==> src/rtl/mem_bus_ctrl.sv <==
// ---------------------------------------------------------------------------
// mem_bus_ctrl
//   Arbitrates the instruction-cache line-fetch port and the data-cache
//   load/store port onto a single tagged memory bus. Loads are tracked in
//   a 15-entry tag table (tags 1..15) so that returns are routed back to the
//   side that issued them.
//
// Ports
//   clock, reset              rising-edge clock, synchronous active-high reset
//   ic_req_*                  I-side fetch request (always LOAD, size DOUBLE)
//   dc_req_*                  D-side request (cmd 1 = LOAD, 2 = STORE)
//   ic_resp_* / dc_resp_*     registered one-cycle load-return pulses
//   proc2mem_*                combinational bus request fields
//   mem2proc_response         same-cycle accept tag (0 = rejected)
//   mem2proc_data/_tag        load return data and tag (tag 0 = no return)
//   outstanding_count         registered number of valid table entries
//   bus_error                 sticky protocol-violation flag
// ---------------------------------------------------------------------------
module mem_bus_ctrl #(
  parameter int OUTSTANDING = 4,
  parameter int XLEN        = 32
) (
  input  logic            clock,
  input  logic            reset,
  input  logic            ic_req_valid,
  input  logic [XLEN-1:0] ic_req_addr,
  output logic            ic_req_ready,
  input  logic            dc_req_valid,
  input  logic [1:0]      dc_req_cmd,
  input  logic [XLEN-1:0] dc_req_addr,
  input  logic [63:0]     dc_req_data,
  input  logic [1:0]      dc_req_size,
  output logic            dc_req_ready,
  output logic            ic_resp_valid,
  output logic [63:0]     ic_resp_data,
  output logic            dc_resp_valid,
  output logic [63:0]     dc_resp_data,
  output logic [1:0]      proc2mem_command,
  output logic [XLEN-1:0] proc2mem_addr,
  output logic [63:0]     proc2mem_data,
  output logic [1:0]      proc2mem_size,
  input  logic [3:0]      mem2proc_response,
  input  logic [63:0]     mem2proc_data,
  input  logic [3:0]      mem2proc_tag,
  output logic [3:0]      outstanding_count,
  output logic            bus_error
);

  localparam logic [1:0] CMD_NONE    = 2'd0;
  localparam logic [1:0] CMD_LOAD    = 2'd1;
  localparam logic [1:0] CMD_STORE   = 2'd2;
  localparam logic [1:0] SIZE_DOUBLE = 2'd3;
  localparam logic       OWNER_I     = 1'b0;
  localparam logic       OWNER_D     = 1'b1;
  localparam logic [3:0] MAX_OUT     = 4'(OUTSTANDING);

  // Count of set bits; bit 0 is never set because tag 0 is never allocated.
  function automatic logic [3:0] popcount16(input logic [15:0] v);
    logic [3:0] sum;
    sum = 4'd0;
    for (int i = 1; i < 16; i++) begin
      sum = sum + {3'd0, v[i]};
    end
    return sum;
  endfunction

  // Tag table, indexed directly by tag; entry 0 stays invalid.
  logic [15:0]     valid_r;
  logic [15:0]     owner_r;
  logic            prio_d_r;
  logic [3:0]      count_r;
  logic            bus_error_r;
  logic            ic_resp_valid_r;
  logic            dc_resp_valid_r;
  logic [63:0]     ic_resp_data_r;
  logic [63:0]     dc_resp_data_r;

  logic            dc_load_s;
  logic            dc_store_s;
  logic            dc_illegal_s;
  logic            load_ok_s;
  logic            ic_elig_s;
  logic            dc_elig_s;
  logic            both_elig_s;
  logic            sel_i_s;
  logic            sel_d_s;
  logic            accept_s;
  logic            ret_hit_s;
  logic            ret_miss_s;
  logic            ret_owner_s;
  logic            alloc_s;
  logic            alloc_clash_s;
  logic [15:0]     valid_nxt_s;
  logic [15:0]     owner_nxt_s;

  // Request decode, eligibility and priority arbitration.
  always_comb begin
    dc_load_s    = dc_req_valid && (dc_req_cmd == CMD_LOAD);
    dc_store_s   = dc_req_valid && (dc_req_cmd == CMD_STORE);
    dc_illegal_s = dc_req_valid && ((dc_req_cmd == 2'd0) || (dc_req_cmd == 2'd3));
    load_ok_s    = (count_r < MAX_OUT);
    // Nothing is selected while in reset so the bus stays idle.
    ic_elig_s    = !reset && ic_req_valid && load_ok_s;
    dc_elig_s    = !reset && (dc_store_s || (dc_load_s && load_ok_s));
    both_elig_s  = ic_elig_s && dc_elig_s;
    accept_s     = (mem2proc_response != 4'd0);
    sel_i_s      = 1'b0;
    sel_d_s      = 1'b0;
    if (both_elig_s) begin
      if (prio_d_r) begin
        sel_d_s = 1'b1;
      end else begin
        sel_i_s = 1'b1;
      end
    end else if (ic_elig_s) begin
      sel_i_s = 1'b1;
    end else if (dc_elig_s) begin
      sel_d_s = 1'b1;
    end else begin
      sel_i_s = 1'b0;
    end
  end

  // Bus request mux and per-side ready.
  always_comb begin
    proc2mem_command = CMD_NONE;
    proc2mem_addr    = '0;
    proc2mem_data    = 64'd0;
    proc2mem_size    = 2'd0;
    if (sel_i_s) begin
      proc2mem_command = CMD_LOAD;
      proc2mem_addr    = ic_req_addr;
      proc2mem_size    = SIZE_DOUBLE;
    end else if (sel_d_s) begin
      proc2mem_command = dc_req_cmd;
      proc2mem_addr    = dc_req_addr;
      proc2mem_data    = dc_req_data;
      proc2mem_size    = dc_req_size;
    end else begin
      proc2mem_command = CMD_NONE;
    end
    ic_req_ready = sel_i_s && accept_s;
    dc_req_ready = sel_d_s && accept_s;
  end

  // Tag table next state: a return frees its entry before any allocation,
  // so a tag freed and reissued in the same cycle is not a clash.
  always_comb begin
    valid_nxt_s   = valid_r;
    owner_nxt_s   = owner_r;
    ret_hit_s     = (mem2proc_tag != 4'd0) && valid_r[mem2proc_tag];
    ret_miss_s    = (mem2proc_tag != 4'd0) && !valid_r[mem2proc_tag];
    ret_owner_s   = owner_r[mem2proc_tag];
    alloc_s       = accept_s && (sel_i_s || (sel_d_s && dc_load_s));
    alloc_clash_s = alloc_s && valid_r[mem2proc_response]
                    && !(ret_hit_s && (mem2proc_tag == mem2proc_response));
    if (ret_hit_s) begin
      valid_nxt_s[mem2proc_tag] = 1'b0;
    end else begin
      valid_nxt_s[0] = 1'b0;
    end
    if (alloc_s) begin
      valid_nxt_s[mem2proc_response] = 1'b1;
      owner_nxt_s[mem2proc_response] = sel_d_s ? OWNER_D : OWNER_I;
    end else begin
      owner_nxt_s[0] = 1'b0;
    end
  end

  // State registers: table, count, priority pointer, error flag, responses.
  always_ff @(posedge clock) begin
    if (reset) begin
      valid_r         <= 16'd0;
      owner_r         <= 16'd0;
      count_r         <= 4'd0;
      prio_d_r        <= 1'b1;
      bus_error_r     <= 1'b0;
      ic_resp_valid_r <= 1'b0;
      dc_resp_valid_r <= 1'b0;
      ic_resp_data_r  <= 64'd0;
      dc_resp_data_r  <= 64'd0;
    end else begin
      valid_r         <= valid_nxt_s;
      owner_r         <= owner_nxt_s;
      count_r         <= popcount16(valid_nxt_s);
      prio_d_r        <= (accept_s && both_elig_s) ? ~prio_d_r : prio_d_r;
      bus_error_r     <= bus_error_r | ret_miss_s | alloc_clash_s | dc_illegal_s;
      ic_resp_valid_r <= ret_hit_s && (ret_owner_s == OWNER_I);
      dc_resp_valid_r <= ret_hit_s && (ret_owner_s == OWNER_D);
      ic_resp_data_r  <= (ret_hit_s && (ret_owner_s == OWNER_I)) ? mem2proc_data : 64'd0;
      dc_resp_data_r  <= (ret_hit_s && (ret_owner_s == OWNER_D)) ? mem2proc_data : 64'd0;
    end
  end

  assign outstanding_count = count_r;
  assign bus_error         = bus_error_r;
  assign ic_resp_valid     = ic_resp_valid_r;
  assign dc_resp_valid     = dc_resp_valid_r;
  assign ic_resp_data      = ic_resp_data_r;
  assign dc_resp_data      = dc_resp_data_r;

endmodule

==> config.mk <==
export PLATFORM = sky130hd
export DESIGN_NAME = mem_bus_ctrl
export DESIGN_NICKNAME = d
export VERILOG_FILES = /design/src/rtl/mem_bus_ctrl.sv
export SDC_FILE = /design/constraint.sdc
export NUM_CORES = 1
export LEC_CHECK = 0
export CORE_AREA = 3 3 172 174
export CTS_BUF_LIST = sky130_fd_sc_hd__clkbuf_4
export CTS_CLUSTER_DIAMETER = 40
export DETAILED_ROUTE_END_ITERATION = 8
export DIE_AREA = 0 0 175 177
export SLEW_MARGIN = 20
export SYNTH_ARGS = -nofsm -noshare
export SYNTH_HDL_FRONTEND = slang
export SYNTH_SLANG_ARGS = --single-unit
==> constraint.sdc <==
create_clock -name clock -period 6.6 [get_ports clock]
set_input_delay 1.98 -clock clock [delete_from_list [all_inputs] [get_ports clock]]
set_output_delay 1.98 -clock clock [all_outputs]
set_load 0.02 [all_outputs]
Yosys cells after proc, flatten, opt, wreduce, memory -nomap -nowiden
Cells that the tools add are included. Widths: inputs -> output; s select.

Equality and inequality tests: 4. Magnitude comparators: 5. Reductions and logical operators: 34. Add/sub/neg operators: 14. Mux-type cells: 30. Bitwise logic cells: 11.

Operators by type and width (number): $mux 64 (2); $mux 32 (2); $add 4x1->4 (11); $logic_and 1x1->1 (22); $and 16x16->16 (1); $bwmux 16 (1); $mux 16 (1); $not 16->16 (1); $or 16x16->16 (1); $mux 15 (1); $mux 1 (14); $bmux 1 s4 (3); $lt 4x5->1 const B (2); $demux 1 s4 (2); $ge 4x1->1 const B (2); $mux 2 (4); $reduce_bool 4->1 (2); $reduce_or 2->1 (3); $not 1->1 (5); $add 3x1->4 (1); $eq 2x2->1 const B (2); $eq 4x4->1 (1); $lt 4x3->1 const B (1); $add 2x1->3 (1); 6 further kinds (12).

Logic and storage cells: 108. Input port bits: 208. Output and inout bits: 237. Bits in registers: 168.

Logic depth before layout (Yosys ltp)
Depth in word-level cells: 26. Mapped depth: 17. Gate-level depth less buffers: 16.

Worst setup path after synthesis
OpenSTA, ideal clock, no wires.

Kind: input to register. Start: input port dc_req_cmd[0]. End: register count_r[1], in the netlist outstanding_count[1]. Data required time: 6.535 ns. Arrival: 6.201 ns. Cell stages on the path: 15. Path slack: 0.334 ns. Path buffers: 0. Setup time: 0.065 ns. Path through: inv_1 > ha_1 > o211ai_1 > a32oi_1 > or4_1 > and2_1 > fa_1 > fa_1 > fa_1 > inv_1 > fa_1 > fa_1 > inv_1 > fa_1 > nor2_1.

Cells in the longest elaborated chain, start to end: 26. Elaborated cells between the ends (all ways): 30. Classes of those cells: add/sub: 14; eq/ne: 2; mux: 5; reduce/logical: 9.

RTL lines: start: declaration (line 29) `input logic [1:0] dc_req_cmd,`; $eq 2x1->1 (line 98) `dc_load_s = dc_req_valid && (dc_req_cmd == CMD_LOAD);`; $logic_and 1x1->1 (line 98); $logic_and 1x1->1 (line 104) `dc_elig_s = !reset && (dc_store_s || (dc_load_s && load_ok_s));`; $logic_or 1x1->1 (line 104); $logic_and 1x1->1 (line 104); $mux 1 (line 117) `end else if (dc_elig_s) begin`; $mux 1 (line 115) `end else if (ic_elig_s) begin`; $mux 1 (line 109) `if (both_elig_s) begin`; $logic_and 1x1->1 (line 154) `alloc_s = accept_s && (sel_i_s || (sel_d_s && dc_load_s));`; $logic_or 1x1->1 (*) (line 154); $logic_and 1x1->1 (*) (line 154); $mux 16 (*) (line 162) `if (alloc_s) begin`; $add 1x1->2 (line 62) `sum = sum + {3'd0, v[i]};`; $add 2x1->3 (line 62); $add 3x1->4 (line 62); $add 4x1->4 (10 in a row) (line 62); $add 4x1->4 (*) (line 62); end signal: assignment (line 185) `count_r <= popcount16(valid_nxt_s);`; end: declaration (line 71) `logic [3:0] count_r;`.

Every way passes the cells marked *; elsewhere a longest branch is shown, timed or not. A chain may end at the register's enable or synchronous reset.

Worst setup path in the final report
Start: input port dc_req_cmd[0]. End: output port proc2mem_data[9].

Cells in the longest elaborated chain, start to end: 10. Elaborated cells between the ends (all ways): 14. Classes of those cells: eq/ne: 2; mux: 6; reduce/logical: 6.

RTL lines: $eq 2x1->1 (line 98); $logic_and 1x1->1 (line 98); $logic_and 1x1->1 (line 104); $logic_or 1x1->1 (*) (line 104); $logic_and 1x1->1 (*) (line 104); $mux 1 (line 117); $mux 1 (line 115); $mux 1 (line 109); $mux 64 (line 134) `end else if (sel_d_s) begin`; $mux 64 (*) (line 130) `if (sel_i_s) begin`; end: declaration (line 40) `output logic [63:0] proc2mem_data,`.

Marks and branches as above.

==> flow_summary.json <==
{
  "worstSetupStartpointType": "input pin",
  "root_buffer": "clkbuf_4",
  "drv_cap": 0,
  "synth_top_cell_by_area": "dfxtp_1",
  "grt_overflow": 0,
  "finalNetCount": 1349,
  "io_pins": 445,
  "viasPerCell": 4.546,
  "grt_first_pass_wirelength_mm": 41.63,
  "required_ps": 4620,
  "dieWidth_um": 175,
  "drtIter0Drc": 384,
  "core_area_um2": 27930,
  "r2r_cells": 13,
  "timing.final.crit_share_pct": 97.95,
  "r2r_end": "outstanding_count[1]",
  "row_count": 61,
  "tns_ps": 0,
  "setup-violations-final": 0,
  "status": "finished, final reports clean",
  "tightestPinTransition_ps": 996.1,
  "finClkSkew_ps": 40.71,
  "wl_per_cell_um": 18.78,
  "yosys.area.top_type_share_pct": 47.45,
  "dieHeight_um": 177,
  "p_leak_nw": 4.512,
  "ys_warn_count": 0,
  "syn_inst": 679,
  "clock-sinks": 168,
  "crit_top_cell": "clkdlybuf4s50_1",
  "initial_core_util_pct": 25.37,
  "ys_seq_elements": 168,
  "grt_usage_pct": 17.42,
  "antenna_found_initial": 3,
  "clockBufferDepth": 2,
  "hp-class": "flip-flop to flip-flop",
  "dpl.hpwl_mm": 22.73,
  "post_dp_cell_area_um2": 12080,
  "crit_path_max_fanout": 56,
  "fin_ws_ps": 135.6,
  "cts_tree": "yes",
  "drive_gt1_share_pct": 10.53,
  "gp_congestion": 0.8674,
  "maxSlewViolCount": 0,
  "peakVddDrop_mv": 0.08941,
  "synth_cell_types": 48,
  "io_buffers": 444,
  "grt_max_degree": 57,
  "cp_slowest_cell": "clkdlybuf4s50_1",
  "cts_hold_buf": 0,
  "syn_to_final_growth_pct": 75.76,
  "cts_buffers": 17,
  "synth_nets": 901,
  "period_needed_ps": 6464,
  "cpPeakStageDelay_ps": 610,
  "fin_cells": 1519,
  "synth_edf_count": 0,
  "rr_startpoint": "outstanding_count[2]",
  "drt_wl_total_mm": 28.53,
  "dpl.cell_count": 1482,
  "design_area_um2": 12460,
  "path_class": "input pin to output pin",
  "vias": 6905,
  "endpoint_kind": "output pin",
  "power_density_nw_per_um2": 169.8,
  "seq_area_frac_synth_pct": 47.45,
  "dr.pass1.iters": 4,
  "hold_path_depth": 2,
  "path_cells": "clkdlybuf4s50_1 > ha_1 > buf_4 > nor3b_4 > o2111a_4 > buf_12 > and2_1 > clkdlybuf4s50_1",
  "fmax_mhz": 154.7,
  "syn_area_per_cell_um2": 10.44,
  "drc": 0,
  "synthTopCellsByArea": "dfxtp_1, nor3b_1, and2_1, a22o_1, mux4_2",
  "syn-cell-area_um2": 7088,
  "endpoint": "proc2mem_data[9]",
  "dp_slack_ps": -291.4,
  "htree_levels": 4,
  "fp.dieArea_um2": 30980,
  "antenna_left": 0,
  "relSlewSlack_pct": 33.59,
  "arrival_ps": 4480,
  "rrSetupSlack_ps": 1960,
  "rsz0062_at_grt": "no",
  "final_hold_viol_count": 0,
  "grt_pass1_vias": 6987,
  "synth_ff_type": "dfxtp_1",
  "insertion_delay_ps": 570,
  "async_flop_share_pct": 0,
  "holdWs_ps": 477.4,
  "clkTransAtPathRegs_ps": 160,
  "startpoint": "dc_req_cmd[0]"
}
state kept, by name (all words and copies together), names as in the netlist:
| register | count |
|---|---|
| dc_resp_valid | 1 |
| dc_resp_data | 64 |
| ic_resp_valid | 1 |
| ic_resp_data | 64 |
| prio_d_r | 1 |
| owner_r | 16 |
| outstanding_count | 4 |
| valid_r | 16 |
| bus_error | 1 |
per-stage QoR:
stage	total power (W)	utilization (%)
final	0.002116	44.60
after global routing	0.002212	44.60
after CTS	0.002145	44.42
after detailed placement	0.001473	43.24
after global placement	0.001472	43.24
after floorplan	0.001221	-
synth_stat cells (all sizes together), types with 8 or more instances:
| master | count |
|---|---|
| and2 | 73 |
| nor3b | 131 |
| mux2i | 9 |
| nor2b | 10 |
| o41ai | 9 |
| mux2 | 10 |
| nor2 | 20 |
| buf | 26 |
| a22o | 32 |
| mux4 | 10 |
| o21ai | 13 |
| dfxtp | 168 |
| fa | 10 |
| nand2b | 10 |
| inv | 11 |
| a21oi | 20 |
| nand4 | 8 |
| clkbuf | 40 |
| nand2 | 13 |
worst min-delay path by stage:
stage | startpoint | endpoint | slack, ps
after floorplan | owner_r[0] | owner_r[0] | 420
after global placement | owner_r[0] | owner_r[0] | 450
after detailed placement | owner_r[0] | owner_r[0] | 450
after CTS | owner_r[7] | owner_r[7] | 480
after global routing | owner_r[0] | owner_r[0] | 510
final | owner_r[15] | owner_r[15] | 480
routing by layer:
layer / up-vias / global-route usage [%] / share of wire (%)
li1: 3289 / - / -
met1: 3235 / 20.14 / 38
met2: 356 / 30.88 / 51
met3: 23 / 5.641 / 9.5
met4: 2 / 4.953 / 1.7
met5: - / 0 / 0.046
worst max-delay path, delay by kind of cell:
| kind | cells | cell delay, ps |
|---|---|---|
| adders and majority gates | 1 | 180 |
| buffers and inverters | 4 | 1450 |
| AOI/OAI and AO/OA | 1 | 380 |
| and+or+nand+nor | 2 | 460 |
logic make-up (layout without fill, tap and decap cells):
logic type	after synthesis	after routing	synth area share [%]
simple gates	287	287	26.62
xor+xnor	6	6	0.7414
fa+ha+maj	14	14	3.530
mux	29	29	6.037
compound gates	98	99	10.22
other cells	0	1	0
buf+inv	77	537	5.402
flops	168	168	47.45
layout make-up:
| class | instances | area (um^2) |
|---|---|---|
| multi-input cells | 435 | 3398 |
| well taps | 378 | 473.0 |
| diodes | 1 | 2.502 |
| clock buffers | 17 | 127.6 |
| flip-flops and latches | 168 | 3363 |
| fillers | 2692 | 15480 |
| repair buffers | 494 | 4850 |
| inverters | 11 | 41.29 |
| clock inverters | 15 | 202.7 |
power by group:
group,switching (W),internal [W],leakage (nW),total (W)
Sequential,0.00000505,0.00103,1.36,0.00103
Combinational,0.000179,0.000239,2.98,0.000418
Clock,0.000447,0.000217,0.172,0.000663
repair_timing:
item,in CTS,in global routing
setup buffers,0,3
resized for setup,0,2
endpoints found under the setup margin,0,67
layout by cell type, fill, tap and decap left out, types with 4 or more instances in the layout:
master,Yosys,final
a22o_1,32,32
o21ai_0,13,13
inv_6,0,4
o41ai_1,9,9
nor3b_1,131,130
inv_1,11,11
nand2b_1,10,10
buf_4,1,54
fa_1,10,10
clkbuf_4,0,17
and2_1,73,73
nand2_1,13,13
nor2b_1,10,10
mux2i_1,9,8
a21o_1,4,4
dfxtp_1,168,168
mux4_2,10,10
mux2_2,9,9
clkinv_8,0,6
nand4_1,8,8
nor2_1,20,20
clkdlybuf4s50_1,0,436
xor2_1,4,4
nand3_1,5,5
a21oi_1,20,20
or4_1,5,5
ha_1,4,4
a31oi_1,4,4
buf_12,0,4
Power figures use the tool's default switching activity.
